## src/rtl/alu_pkg.sv

```systemverilog
// Shared types and constants for the ALU result serial transmitter.
// Latency: none (types and constants only).
// Backpressure: n/a.
// Contents: opcode enum, frame/field widths, transmitter state enum.
package alu_pkg;

  localparam int FRAME_BITS = 11;  // start + 8 data + parity + stop
  localparam int RESULT_W   = 6;
  localparam int OP_W       = 2;
  localparam int DATA_W     = RESULT_W + OP_W;

  typedef enum logic [1:0] {
    OP_ADD = 2'd0,
    OP_SUB = 2'd1,
    OP_MUL = 2'd2,
    OP_DIV = 2'd3
  } op_e;

  typedef enum logic [2:0] {
    IDLE,
    START,
    DATA,
    PARITY,
    STOP
  } tx_state_e;

endpackage

```

## src/rtl/alu_bit_tick.sv

```systemverilog
// Bit-period timer: marks the last clock cycle of each serial bit.
// Latency: tick is combinational from the registered count; first tick CLKS_PER_BIT cycles after run rises.
// Backpressure: none; count is held at zero whenever run is low.
// Ports: clk, rst (async, active-high), run (count enable), tick (last cycle of bit period).
module alu_bit_tick #(
  parameter int CLKS_PER_BIT = 4,
  parameter int CNT_W        = 16
) (
  input  logic clk,
  input  logic rst,
  input  logic run,
  output logic tick
);

  localparam logic [CNT_W-1:0] LAST = CNT_W'(CLKS_PER_BIT - 1);

  logic [CNT_W-1:0] cnt_q;
  logic [CNT_W-1:0] cnt_d;

  // With CLKS_PER_BIT=1 LAST is 0, so tick fires every running cycle.
  assign tick = run && (cnt_q == LAST);

  always_comb begin
    cnt_d = cnt_q;
    if (!run || tick) begin
      cnt_d = '0;
    end else begin
      cnt_d = cnt_q + CNT_W'(1);
    end
  end

  always_ff @(posedge clk or posedge rst) begin
    if (rst) begin
      cnt_q <= '0;
    end else begin
      cnt_q <= cnt_d;
    end
  end

endmodule

```

## src/rtl/alu_result_tx.sv

```systemverilog
// Serialises one {op, result} byte as start, 8 data bits LSB first, even parity, stop.
// Latency: tx falls the cycle after the handshake; frame lasts 11*CLKS_PER_BIT cycles, frame_done one cycle later.
// Backpressure: in_ready is high only in IDLE, so at most one frame per 11*CLKS_PER_BIT+1 cycles.
// Ports: clk, rst (async, active-high); in_valid/in_ready/in_result/in_op input handshake;
//        tx serial line (idle high); busy (frame in progress); frame_done (one-cycle pulse after stop bit).
module alu_result_tx
  import alu_pkg::*;
#(
  parameter int CLKS_PER_BIT = 4,
  parameter int CNT_W        = 16
) (
  input  logic                clk,
  input  logic                rst,
  input  logic                in_valid,
  output logic                in_ready,
  input  logic [RESULT_W-1:0] in_result,
  input  logic [OP_W-1:0]     in_op,
  output logic                tx,
  output logic                busy,
  output logic                frame_done
);

  // Index of the final data bit (start, parity and stop are the other three).
  localparam logic [2:0] LAST_BIT = 3'(FRAME_BITS - 4);

  tx_state_e         state_q, state_d;
  logic [DATA_W-1:0] shift_q, shift_d;
  logic [2:0]        bit_idx_q, bit_idx_d;
  logic              parity_q, parity_d;
  logic              tx_q, tx_d;
  logic              frame_done_q, frame_done_d;
  logic              tick;
  logic              xfer;

  assign in_ready   = (state_q == IDLE);
  assign busy       = (state_q != IDLE);
  assign tx         = tx_q;
  assign frame_done = frame_done_q;
  assign xfer       = in_valid && in_ready;

  alu_bit_tick #(
    .CLKS_PER_BIT(CLKS_PER_BIT),
    .CNT_W       (CNT_W)
  ) u_bit_tick (
    .clk (clk),
    .rst (rst),
    .run (busy),
    .tick(tick)
  );

  always_comb begin
    state_d      = state_q;
    shift_d      = shift_q;
    bit_idx_d    = bit_idx_q;
    parity_d     = parity_q;
    frame_done_d = 1'b0;

    case (state_q)
      IDLE: begin
        if (xfer) begin
          state_d   = START;
          shift_d   = {in_op, in_result};
          parity_d  = ^{in_op, in_result};
          bit_idx_d = '0;
        end
      end
      START: begin
        if (tick) state_d = DATA;
      end
      DATA: begin
        if (tick) begin
          shift_d   = {1'b0, shift_q[DATA_W-1:1]};
          bit_idx_d = bit_idx_q + 3'd1;
          if (bit_idx_q == LAST_BIT) state_d = PARITY;
        end
      end
      PARITY: begin
        if (tick) state_d = STOP;
      end
      STOP: begin
        if (tick) begin
          state_d      = IDLE;
          frame_done_d = 1'b1;
        end
      end
      default: state_d = IDLE;
    endcase

    // The line level is decided from the next state so the tx flop already
    // holds the correct bit in the first cycle of every new bit period.
    case (state_d)
      START:   tx_d = 1'b0;
      DATA:    tx_d = shift_d[0];
      PARITY:  tx_d = parity_d;
      default: tx_d = 1'b1;
    endcase
  end

  always_ff @(posedge clk or posedge rst) begin
    if (rst) begin
      state_q      <= IDLE;
      shift_q      <= '0;
      bit_idx_q    <= '0;
      parity_q     <= 1'b0;
      tx_q         <= 1'b1;
      frame_done_q <= 1'b0;
    end else begin
      state_q      <= state_d;
      shift_q      <= shift_d;
      bit_idx_q    <= bit_idx_d;
      parity_q     <= parity_d;
      tx_q         <= tx_d;
      frame_done_q <= frame_done_d;
    end
  end

endmodule
```

## config.mk

```make
export PLATFORM = sky130hd
export DESIGN_NAME = alu_result_tx
export DESIGN_NICKNAME = d
export VERILOG_FILES = /design/src/rtl/alu_pkg.sv /design/src/rtl/alu_bit_tick.sv /design/src/rtl/alu_result_tx.sv
export SDC_FILE = /design/constraint.sdc
export NUM_CORES = 1
export LEC_CHECK = 0
export BUFFER_PORTS_ARGS = -buffer_cell sky130_fd_sc_hd__buf_2
export CAP_MARGIN = 20
export CORE_MARGIN = 3
export CORE_UTILIZATION = 62
export CTS_CLUSTER_DIAMETER = 100
export DETAILED_ROUTE_END_ITERATION = 7
export PLACE_DENSITY = 0.86
export SLEW_MARGIN = 20
export SYNTH_ARGS = -nofsm -noshare
export SYNTH_HDL_FRONTEND = slang
export SYNTH_SLANG_ARGS = --single-unit
```

## constraint.sdc

```tcl
create_clock -name clk -period 4.9 [get_ports clk]
set_input_delay 0.245 -clock clk [delete_from_list [all_inputs] [get_ports clk]]
set_output_delay 0.245 -clock clk [all_outputs]
set_load 0.01 [all_outputs]
```

# Yosys cells after proc, flatten, opt, wreduce, memory -nomap -nowiden
# Index checks and enable logic that the tools add are counted.
word_totals:
  n_memories: 0
  latch_bits: 0
  regBits: 33
  inputBits: 11
  ram_bits: 0
  output_inout_bits: 4
  wordCells: 49
  romBits: 0
op_classes:
  eq_ne: 11
  mul: 0
  addsub: 2
  n_div: 0
  order_cmp: 0
  n_mux: 19
  bitwise_logic: 0
  n_reduce_logical: 9
  shifts: 0
ops:
  columns: ["op", "n"]
  rows:
  - ["2-to-1 mux 3 bit", 8]
  - ["adder 16 x 1 -> 16 bit, second input constant", 1]
  - ["== test 16 x 2 -> 1 bit, second input constant", 1]
  - ["2-to-1 mux 16 bit", 1]
  - ["2-to-1 mux 8 bit", 2]
  - ["case mux 8 bit (2 select lines)", 1]
  - ["case mux 3 bit (5 select lines)", 1]
  - ["== test 3 x 2 -> 1 bit, second input constant", 4]
  - ["parity 8 bit", 1]
  - ["== test 3 x 1 -> 1 bit, second input constant", 2]
  - ["== test 3 bit, second input constant", 2]
  - ["case mux 3 bit (2 select lines)", 1]
  - ["2-to-1 mux 1 bit", 4]
  - ["!= test 2 x 1 -> 1 bit, second input constant", 2]
  - ["adder 3 x 1 -> 3 bit, second input constant", 1]
  - ["logical NOT 3 bit", 1]
  - ["case mux 1 bit (3 select lines)", 1]
  - ["AND reduction 3 bit", 1]
  - ["nonzero test 3 bit", 1]
  - ["logical AND 1 bit", 2]
  - ["nonzero test 2 bit", 1]
  - ["logical NOT 1 bit", 1]
  - ["logical OR 1 bit", 1]

# Logic depth before layout (Yosys ltp)
depth:
  depth_word: 6
  ltp_mapped: 8
  depth_no_buf: 6

# By module
# Synthesis repeated with hierarchy kept, for this count alone.
unflattened:
  hier_cells: 176
  area_unflattened_um2: 1749.2
by_module_without_submodules:
  columns: ["module", "cells_each", "seq_area_each_um2", "area_each_um2", "n_inst"]
  rows:
  - ["alu_result_tx", 93, 426.7, 950.9, 1]
  - ["alu_bit_tick", 83, 400.4, 798.3, 1]

# Worst setup path before layout
# OpenSTA, ideal clock, no wires.
synth_path:
  kind: "register to register"
  startpoint: "reg u_bit_tick.cnt_q[0]"
  endpoint: "reg tx_q (netlist: tx)"
  n_path_buf: 0
  stages_incl_launch_ff: 7
  path_slack_ns: 2.951
  period_less_slack_ns: 1.949
  required_ns: 4.832
  t_arrival_ns: 1.881
  setup_time_ns: 0.068
  path_cell_list: "dfrtp_1 ha_1 nor4b_2 nand4_2 or3_4 a221o_1 a2bb2oi_2"
synth_via:
  elab_chain_cells: 6
  word_cells_on_any_way: 13
  classes_between: "4 x eq/ne; 8 x mux; 1 x reduce/logical"
synth_rtl:
  columns: ["element", "line_no", "text"]
  rows:
  - ["from (decl)", "alu_bit_tick.sv:17", "logic [CNT_W-1:0] cnt_q;"]
  - ["from (signal assigned)", "alu_bit_tick.sv:36", "cnt_q <= cnt_d;"]
  - ["== test 16 x 2 -> 1 bit (*)", "alu_bit_tick.sv:21", "assign tick = run && (cnt_q == LAST);"]
  - ["logical AND 1 bit (*)", "alu_bit_tick.sv:21", null]
  - ["2-to-1 mux 3 bit (on tied branches)", null, null]
  - ["case mux 3 bit (5 select lines)", "alu_result_tx.sv:58", "case (state_q)"]
  - ["== test 3 x 2 -> 1 bit / == test 3 x 1 -> 1 bit (equally long branches)", "alu_result_tx.sv:91", "case (state_d)"]
  - ["case mux 1 bit (3 select lines) (*)", "alu_result_tx.sv:91", null]
  - ["named net tx_d", "alu_result_tx.sv:30", "logic tx_q, tx_d;"]
  - ["to (signal assigned)", "alu_result_tx.sv:112", "tx_q <= tx_d;"]
  - ["to (decl)", "alu_result_tx.sv:30", null]
# The timed path passes the listed nets; every way through them passes the cells marked *. The select of a mux whose other input is x is not followed.
# A chain may end at the register's enable or synchronous reset.

# Final worst setup path
layout_path:
  startpoint: "reg state_q[1]"
  endpoint: "reg tx_q (netlist: tx)"
layout_via:
  word_cells_on_any_way: 24
  classes_between: "7 x eq/ne; 13 x mux; 4 x reduce/logical"
layout_lines:
  columns: ["element", "line_no", "text"]
  rows:
  - ["from (decl)", "alu_result_tx.sv:26", "tx_state_e state_q, state_d;"]
  - ["from (signal assigned)", "alu_result_tx.sv:108", "state_q <= state_d;"]
  - ["nonzero test 3 bit / logical NOT 3 bit (equally long branches)", "alu_result_tx.sv:36, alu_result_tx.sv:35, alu_result_tx.sv:58", null]
  - ["logical AND 1 bit (on tied branches)", "alu_bit_tick.sv:21, alu_result_tx.sv:39", null]
  - ["2-to-1 mux 8 bit (on tied branches)", "alu_result_tx.sv:71, alu_result_tx.sv:60", null]
  - ["case mux 8 bit (2 select lines) (*)", "alu_result_tx.sv:58", null]
  - ["named net shift_d[0]", "alu_result_tx.sv:27", "logic [DATA_W-1:0] shift_q, shift_d;"]
  - ["case mux 1 bit (3 select lines) (*)", "alu_result_tx.sv:91", null]
  - ["named net tx_d", "alu_result_tx.sv:30", null]
# Marks and branches as above.

==> impl_metrics.csv <==
group,metric,value,unit
min_path,min_path_cells,3,
worst_setup_path,worstPathArrival,2570,ps
power_and_ir_drop,p_leak,0.840,nW
worst_setup_path,critPathMaxStageDelay,490,ps
logic_synthesis,synth.avg_cell_area,10.1,sq um
final_layout,register_area,827,sq um
floorplan,start_util,65.9,%
worst_setup_path,cp_slowest_cell,"dfrtp_1",
routing,vias,1233,
final_layout,multi_input_area,779,sq um
clocking,clk_pin_slew,100,ps
routing,dr_wl_met2,1.53,mm
worst_setup_path,rr_startpoint,"state_q[1]$_DFF_PP0_",
worst_setup_path,critPathRequiredTime,5150,ps
clocking,cts.sinks,33,
global_route,grt_pass1_vias,1311,
timing,tightest_slew,766,ps
worst_setup_path,start_kind,"flop",
timing,whs,170,ps
worst_setup_path,ff2ff_path_depth,6,
final_layout,finalNetCount,196,
timing,fin_crit_sh,47.5,%
logic_synthesis,async_reset_ff_share,100,%
logic_synthesis,yosys_most_used_dff,"dfrtp_1",
worst_setup_path,cp-end-kind,"flop",
worst_setup_path,r2r_end,"tx$_DFF_PP1_",
clocking,cts_resized,0,
global_route,antenna_found_initial,0,
routing,route.met3.wl,121,um
logic_synthesis,syn_nets,177,
floorplan,fp.dieW,57.6,um
routing,top_layer,"met4",
power_and_ir_drop,ir_drop,383,uV
final_layout,final_common_cell,"dfrtp_1",
logic_synthesis,synth-xor-area-share,10.6,%
logic_synthesis,synth_compound_area_share,9.79,%
timing,tns,0,ps
placement,io_buffers,14,
final_layout,layout_common_cells,"dfrtp_1, nand2_1, nor2_1, xnor2_1, buf_2",
timing,finalSetupViolCount,0,
global_route,grt_pass1_wl,5.48,mm
min_path,hold_class,"in -> reg",
global_route,grt_max_degree,34,
worst_setup_path,crit_family,"simple AND/OR/NAND/NOR gates",
clocking,cts_made_buffers,5,
routing,wire_per_inst,14.6,um
timing,fmaxAchievable,430,MHz
routing,wirelength,3.11,mm
final_layout,drive_above_1_share,19.1,%
logic_synthesis,synth_top_family_by_area,"simple AND/OR/NAND/NOR gates",
worst_setup_path,critPathMaxFanout,12,
routing,ant_nets,0,
logic_synthesis,synth.yosys.warnings,0,
min_path,worstHoldStart,"in_op[1]",
worst_setup_path,crit_type,"reg -> reg",
logic_synthesis,synth_edf_count,0,
clocking,clock_latency,320,ps
floorplan,die_area,3310,sq um
logic_synthesis,yosysSeqAreaShare,50.2,%
logic_synthesis,synth_fa_ha_area_share,2.28,%
floorplan,rows,18,
floorplan,die_h,57.6,um
power_and_ir_drop,power.density,443,nW/um^2
timing,drv_slew,0,
worst_setup_path,rrSetupSlack,2570,ps
job,maxCapViolations,0,
routing,met1_length,1.43,mm
timing,hold_violations,0,
timing,fin_skew,10.9,ps
clocking,cts_root_buf,"clkbuf_4",
routing,dr.pass1.iters,4,
timing,fin_crit,2330,ps
min_path,worstHoldEndpoint,"shift_q[7]$_DFFE_PP0P_",
logic_synthesis,syn-cell-area,1650,sq um
timing,rsz0062_at_grt,"false",
final_layout,fill_cells,180,
floorplan,fp.coreArea,2500,sq um
logic_synthesis,synth-seq-cells,33,
placement,dp_hpwl,2.32,mm
routing,viasPerCell,5.79,
outcome,outcome,"finished clean",
final_layout,area_delta_synth_final,9.80,%
logic_synthesis,synthMuxAreaShare,0.683,%
routing,drc,0,
logic_synthesis,yosys.area_share.simple,23.9,%
worst_setup_path,crit_chain,"or3_1, inv_2, and2_1, a21oi_1, a221o_1, a2bb2oi_2",
global_route,grt_remaining_overflow,0,
clocking,cts_tree,"yes",
logic_synthesis,netlist_instances,163,
placement,globalplace.congestion,0.863,
clocking,clockBufferDepth,2,
timing,relSlewSlack,48.9,%
floorplan,ios,15,
worst_setup_path,cp.buffers_inverters,1,
routing,drt-initial-drc-count,54,
logic_synthesis,ys_types,39,
clocking,h-tree-depth,2,
global_route,grt_usage,21.6,%
final_layout,diodes,0,
[through the flow]
stage          area (sq um)  total power, W  utilization, %  worst slack [ps]  instances
6_report               1810        0.000802            72.4              2570        213
5_1_grt                1810        0.000860            72.4              2400        213
4_1_cts                1810        0.000805            72.4              2580        213
3_5_place_dp           1750        0.000664            69.9              2610        204
3_3_place_gp           1750        0.000644            69.9              2750        204
2_1_floorplan          1650        0.000593               -              2950        163
[per-layer routing]
layer / track usage [%] / vias up
li1: - / 603
met1: 25.6 / 595
met2: 36.0 / 31
met3: 5.43 / 4
met4: 11.3 / 0
met5: 0 / -
[worst max path at each step]
stage,start,endpoint,slack [ps],depth (start not counted)
global placement,state_q[1]$_DFF_PP0_,tx$_DFF_PP1_,2750,6
floorplan,u_bit_tick.cnt_q[0]$_DFF_PP0_,tx$_DFF_PP1_,2950,6
detailed placement,state_q[1]$_DFF_PP0_,tx$_DFF_PP1_,2610,6
finish,state_q[1]$_DFF_PP0_,tx$_DFF_PP1_,2570,6
global route,state_q[1]$_DFF_PP0_,tx$_DFF_PP1_,2400,6
CTS,state_q[1]$_DFF_PP0_,tx$_DFF_PP1_,2580,6
[kinds of logic after synthesis]
logic type      after synthesis
mux                           1
xor+xnor                     20
buf+inv                      11
flops                        33
compound gates               22
fa+ha+maj                     3
simple gates                 73
[where the power goes]
| part | total (W) | internal, W | switching [W] | leakage, nW |
|---|---|---|---|---|
| sequential | 0.000401 | 0.000342 | 0.0000588 | 0.433 |
| combinational | 0.000261 | 0.000109 | 0.000152 | 0.375 |
| clock | 0.000141 | 0.0000546 | 0.0000859 | 0.0320 |
| total | 0.000802 | 0.000505 | 0.000297 | 0.840 |
[worst register-to-register path, cell delays in order, from the launching register on]
cell	delay, ps
dfrtp_1	490
or3_1	460
inv_2	90
and2_1	390
a21oi_1	270
a221o_1	390
a2bb2oi_2	170
[registers in the layout (all words and copies together) (netlist names)]
signal,cells
bit_idx_q,3
frame_done,1
state_q,3
u_bit_tick.cnt_q,16
shift_q,8
tx,1
parity_q,1
[layout make-up]
cell class	count	share of cell area, %
flip-flops and latches	33	45.7
clock buffers	6	2.28
well taps	30	2.07
repair buffers	16	4.84
inverters	7	1.45
multi-input cells	119	43.1
clock inverters	2	0.553
[repair_timing]
action / 4_1_cts / 5_1_grt
endpoints found under the hold margin: 32 / 0
hold buffers: 1 / 0
buffers inserted: 0 / 0
[synth_stat cells (all sizes together) (2+ instances only)]
| cell type | count | share of area, % |
|---|---|---|
| clkbuf | 4 | 0.91 |
| xnor2 | 15 | 8.0 |
| or3 | 4 | 1.8 |
| xor2 | 5 | 2.7 |
| a221o | 2 | 1.2 |
| a21oi | 4 | 1.2 |
| ha | 3 | 2.3 |
| nor4 | 3 | 2.4 |
| o21ai | 3 | 0.91 |
| nand4 | 2 | 1.1 |
| and3 | 5 | 2.0 |
| nor3 | 4 | 1.5 |
| nor2 | 19 | 4.3 |
| o31ai | 2 | 0.91 |
| dfrtp | 32 | 49 |
| inv | 7 | 1.6 |
| a22oi | 6 | 2.7 |
| nand3 | 9 | 2.7 |
| nand2 | 21 | 4.8 |
(Power assumes the default switching activity.)
